===== src/rtl/color_scan_arbiter.sv =====
// rtl/color_scan_arbiter.sv - round-robin arbiter sharing one color_detector between two requesters
// Optional macro COLOR_SCAN_TIMEOUT_EN builds the detector timeout counter and the 'E'/result_err path.
module color_scan_arbiter #(
    parameter int TIMEOUT = 16384
) (
    input  logic       clk,
    input  logic       rst,
    input  logic [1:0] req,
    output logic [1:0] ack,
    output logic [7:0] result,
    output logic       result_err,
    output logic       busy,
    input  logic       cam_frame_end,
    output logic       cam_freeze,
    output logic       detect_color,
    input  logic       det_done,
    input  logic [7:0] det_color
);

    if (TIMEOUT < 2) begin : g_bad_timeout
        $error("color_scan_arbiter: TIMEOUT must be at least 2");
    end

    typedef enum logic [2:0] {
        S_IDLE,
        S_WAIT_FRAME,
        S_START,
        S_BUSY,
        S_REPLY
    } state_e;

    state_e     state_q, state_d;
    logic       gnt_id_q, gnt_id_d;
    logic       last_id_q, last_id_d;
    logic [1:0] ack_q, ack_d;
    logic [7:0] result_q, result_d;
    logic       busy_q, busy_d;
    logic       freeze_q, freeze_d;
    logic       detect_q, detect_d;

`ifdef COLOR_SCAN_TIMEOUT_EN
    localparam int CNT_W = (TIMEOUT > 2) ? $clog2(TIMEOUT) : 1;
    localparam logic [CNT_W-1:0] CNT_LAST = CNT_W'(TIMEOUT - 1);

    logic [CNT_W-1:0] cnt_q, cnt_d;
    logic             err_q, err_d;
    logic             timed_out;

    assign timed_out = (cnt_q == CNT_LAST);
`endif

    always_ff @(posedge clk) begin
        if (rst) begin
            state_q   <= S_IDLE;
            gnt_id_q  <= 1'b0;
            last_id_q <= 1'b1;
            ack_q     <= 2'b00;
            result_q  <= 8'h00;
            busy_q    <= 1'b0;
            freeze_q  <= 1'b0;
            detect_q  <= 1'b0;
`ifdef COLOR_SCAN_TIMEOUT_EN
            cnt_q     <= '0;
            err_q     <= 1'b0;
`endif
        end else begin
            state_q   <= state_d;
            gnt_id_q  <= gnt_id_d;
            last_id_q <= last_id_d;
            ack_q     <= ack_d;
            result_q  <= result_d;
            busy_q    <= busy_d;
            freeze_q  <= freeze_d;
            detect_q  <= detect_d;
`ifdef COLOR_SCAN_TIMEOUT_EN
            cnt_q     <= cnt_d;
            err_q     <= err_d;
`endif
        end
    end

    // Requests are ignored while an ack is still out, so a requester that
    // has not yet dropped req is not granted a second scan.
    always_comb begin
        state_d  = state_q;
        gnt_id_d = gnt_id_q;
        case (state_q)
            S_IDLE: begin
                if (ack_q == 2'b00 && req != 2'b00) begin
                    state_d  = S_WAIT_FRAME;
                    gnt_id_d = (req == 2'b11) ? ~last_id_q : req[1];
                end
            end
            S_WAIT_FRAME: begin
                if (cam_frame_end) begin
                    state_d = S_START;
                end
            end
            S_START: state_d = S_BUSY;
            S_BUSY: begin
                if (det_done) begin
                    state_d = S_REPLY;
                end
`ifdef COLOR_SCAN_TIMEOUT_EN
                else if (timed_out) begin
                    state_d = S_REPLY;
                end
`endif
            end
            S_REPLY: state_d = S_IDLE;
            default: state_d = S_IDLE;
        endcase
    end

    always_comb begin
        ack_d     = 2'b00;
        result_d  = result_q;
        busy_d    = (state_q != S_IDLE);
        freeze_d  = freeze_q;
        detect_d  = 1'b0;
        last_id_d = last_id_q;
`ifdef COLOR_SCAN_TIMEOUT_EN
        cnt_d     = cnt_q;
        err_d     = err_q;
`endif
        case (state_q)
            S_WAIT_FRAME: begin
                if (cam_frame_end) begin
                    freeze_d = 1'b1;
                end
            end
            S_START: begin
                detect_d = 1'b1;
`ifdef COLOR_SCAN_TIMEOUT_EN
                cnt_d    = '0;
`endif
            end
            S_BUSY: begin
                // A done landing on the timeout cycle still delivers its colour.
                if (det_done) begin
                    result_d = det_color;
`ifdef COLOR_SCAN_TIMEOUT_EN
                    err_d    = 1'b0;
`endif
                end
`ifdef COLOR_SCAN_TIMEOUT_EN
                else if (timed_out) begin
                    result_d = 8'h45;
                    err_d    = 1'b1;
                end else begin
                    cnt_d = cnt_q + 1'b1;
                end
`endif
            end
            S_REPLY: begin
                ack_d[gnt_id_q] = 1'b1;
                freeze_d        = 1'b0;
                last_id_d       = gnt_id_q;
            end
            default: ;
        endcase
    end

    assign ack          = ack_q;
    assign result       = result_q;
    assign busy         = busy_q;
    assign cam_freeze   = freeze_q;
    assign detect_color = detect_q;
`ifdef COLOR_SCAN_TIMEOUT_EN
    assign result_err   = err_q;
`else
    assign result_err   = 1'b0;
`endif

endmodule


===== config.mk =====
export PLATFORM = sky130hd
export DESIGN_NAME = color_scan_arbiter
export DESIGN_NICKNAME = d
export VERILOG_FILES = /design/src/rtl/color_scan_arbiter.sv
export SDC_FILE = /design/constraint.sdc
export NUM_CORES = 1
export LEC_CHECK = 0
export BUFFER_PORTS_ARGS = -buffer_cell sky130_fd_sc_hd__buf_2
export CAP_MARGIN = 20
export CORE_MARGIN = 2
export CORE_UTILIZATION = 45
export DETAILED_ROUTE_END_ITERATION = 10
export GPL_ROUTABILITY_DRIVEN = 1
export PLACE_DENSITY_LB_ADDON = 0.15
export SKIP_LAST_GASP = 1
export SLEW_MARGIN = 20
export SYNTH_ARGS = -nofsm -noshare
export SYNTH_HDL_FRONTEND = slang
export SYNTH_SLANG_ARGS = --single-unit

===== constraint.sdc =====
create_clock -name clk -period 2.38 [get_ports clk]
set_clock_uncertainty 0.05 [all_clocks]
set_input_delay 0 -clock clk [delete_from_list [all_inputs] [get_ports clk]]
set_output_delay 0 -clock clk [all_outputs]
set_load 0.01 [all_outputs]

==> results.md <==
* Status: finished clean
* Drt initial violations at 8
* Via count at 666
* Ys Warns at 0
* Grt ovf at 0
* Drt drc at 0
* Setup Buffers After CTS at 0
* Fin worst setup slack at 622 ps
* Synth unique cells at 25
* CP Class: reg2reg
* Netlist Area Pre-Place at 722 um2
* # hold bufs at CTS at 12
* Dpl hpwl at approximately 900 um
* Slowest cell delay on critical path at 580 ps
* Post-synth EDFFs at 0
* WP buf/inv at 1
* Final WL at 1410 um
* RSZ-0062 raised after global routing: false
* DR WL/cell at 10.7 um
* Die span in x at 44.1 um
* Detailed Routing Iterations Pass 1 at 4
* Pre-CTS setup slack at roughly 1000 ps
* Combinational power share at 0.122
* Die height at 44.1 um
* Area after detailed placement at between 800 and 900 um2
* Pwr Total at 0.577 mW
* Core region area at 1510 um2
* Clock power share at 0.316
* Largest net degree at the start of global routing at 19
* Layout Nets at 131
* Syn nets at 95
* Rows at 14
* Antenna cells at 0
* Max-Cap Viols at 0
* Most common cell in the synthesized netlist: nand2_1
* Power Density at 584 nW/um2
* Layout cells sized above 1 at 0.293
* Clock Tree Root: clkbuf_4
* Crit path launch type: register
* Gr usage total at 0.156
* Cell Int Power at roughly 0.45 mW
* Via density at 5.05
* Post-synth top area share at 0.499
* Final setup viols at 0
* Switching part of the total at 0.229
* Clock-pin transition on the worst setup and hold timing paths at approximately 100 ps
* Critical path arrival at 1930 ps
* CP max stage cell: dlygate4sd3_1
* RePlAce Congestion at 0.765
* Synth area leader: dfxtp_1
* Final worst path period share at 0.739
* Avg Synthesized Cell Area at just under 9 um2
* Synth area leaders: dfxtp_1 50%, nand2_1 9.9%, a21oi_1 7.6%
* First-pass GRT wire length at around 2300 um
* Htree depth at 1
* Most common library cells after synthesis: 19 x nand2_1, 18 x dfxtp_1, 11 x a21oi_1
* I/O pins at 28
* Fin area at 988 um2
* Max-slew violation count at 0
* Flop pwr share at 0.562
* CTS resizes at 0
* Psw at 0.132 mW
* Fin crit period at around 1800 ps
* Highest clock rate at 569 MHz
* Seq/Total Area, Yosys at 0.499
* Initial cell density of the core at 0.479
* Critical path's top delay family: buffers and inverters
* CTS tree: built
* Syn-to-layout area delta at 36.9%
* Initial antenna violation count at 0
* Worst hold margin at 44.9 ps
* Die ar. at 1940 um2
* PortBufs at 26
* Setup crit end kind: register
* Vias in the first global route at 549
* Worst VDD drop at roughly 0.39 mV
* Lkg Pwr at 0.424 nW
* Ys async rst share at 0
* Hold crit path type: in2reg
* Synthesized instance count at 81
* Setup TNS at 0 ps
* CP max FO at 12
* Critical Path RT at 2550 ps
* CTS Buf Count at 3
* Clk_lat worst skew at roughly 280 ps
* Final hold viol count at 0
* Maximum clock path buffer count at 2
* CTS Sinks at 18
* Post-DRT Antenna Nets at 0
* Cells along the critical path: nor3_1 -> nand4_1 -> dlygate4sd3_1 -> a21oi_1
* Number of synthesized register bits at 18
* Main synth FF type: dfxtp_1
==> stage by stage <==
stage | instances | util
final | 132 | 0.656
after global routing | 132 | 0.656
after CTS | 132 | 0.656
after detailed placement | 116 | 0.552
after global placement | 116 | 0.552
after floorplan | 81 | -
==> state kept, by name (all words and copies together), names as in the netlist <==
name          cells
result            8
detect_color      1
cam_freeze        1
gnt_id_q          1
busy              1
ack               2
last_id_q         1
state_q           3
==> power by group through the flow <==
stage | registers [mW] | logic, mW | clock network (mW)
final | 0.324 | 0.0706 | 0.182
after global routing | 0.326 | 0.0786 | 0.200
after CTS | 0.324 | 0.0710 | 0.187
after detailed placement | 0.331 | 0.0553 | 0
after global placement | 0.330 | 0.0547 | 0
after floorplan | 0.325 | 0.0445 | 0
==> metal layers <==
layer | part of all wire | vias up | track usage
met2 | 0.46 | 23 | 0.268
li1 | - | 348 | -
met4 | 0.0099 | 0 | 0.0727
met3 | 0.055 | 2 | 0.0367
met1 | 0.47 | 293 | 0.184
met5 | 0 | - | 0
==> cell type report <==
class,count,area [um2]
Fill cell,130,518
Sequential cell,18,360
Tap cell,16,20.0
Clock buffer,4,36.3
Timing Repair Buffer,38,250
Multi-Input combinational cell,56,322
==> worst reg2reg max path: cells and delay by family (launching register included) <==
kind                   cells  cell delay [ps]
buffers and inverters      1              580
DFF                        1              440
AOI/OAI and AO/OA          1              140
and+or+nand+nor            2              490
==> cell usage in the layout (no fill, tap or decap), types with 2 or more instances in the layout <==
master	count
a21oi_1	11
buf_2	26
clkbuf_4	3
dfxtp_1	18
dlygate4sd3_1	12
nand2_1	19
nor2_1	6
nor3_1	3
nor4b_1	2
==> kinds of logic (layout without fill, tap and decap cells) <==
| family | after synthesis | count (layout) | synth area share |
|---|---|---|---|
| compound gates | 15 | 15 | 0.144 |
| other cells | 1 | 1 | 0.00519 |
| mux | 1 | 1 | 0.0208 |
| simple gates | 39 | 39 | 0.276 |
| flops | 18 | 18 | 0.499 |
| buf+inv | 7 | 42 | 0.0555 |
==> path summary, 6_finish.rpt <==
check             depth (start not counted)         to  slack (ps)       start
setup / recovery                          4   gnt_id_q         620  state_q[1]
hold reg to reg                           2  result[6]         400   result[6]
hold / removal                            2       busy          40         rst
setup reg to reg                          4   gnt_id_q         620  state_q[1]
(Power assumes the default switching activity.)
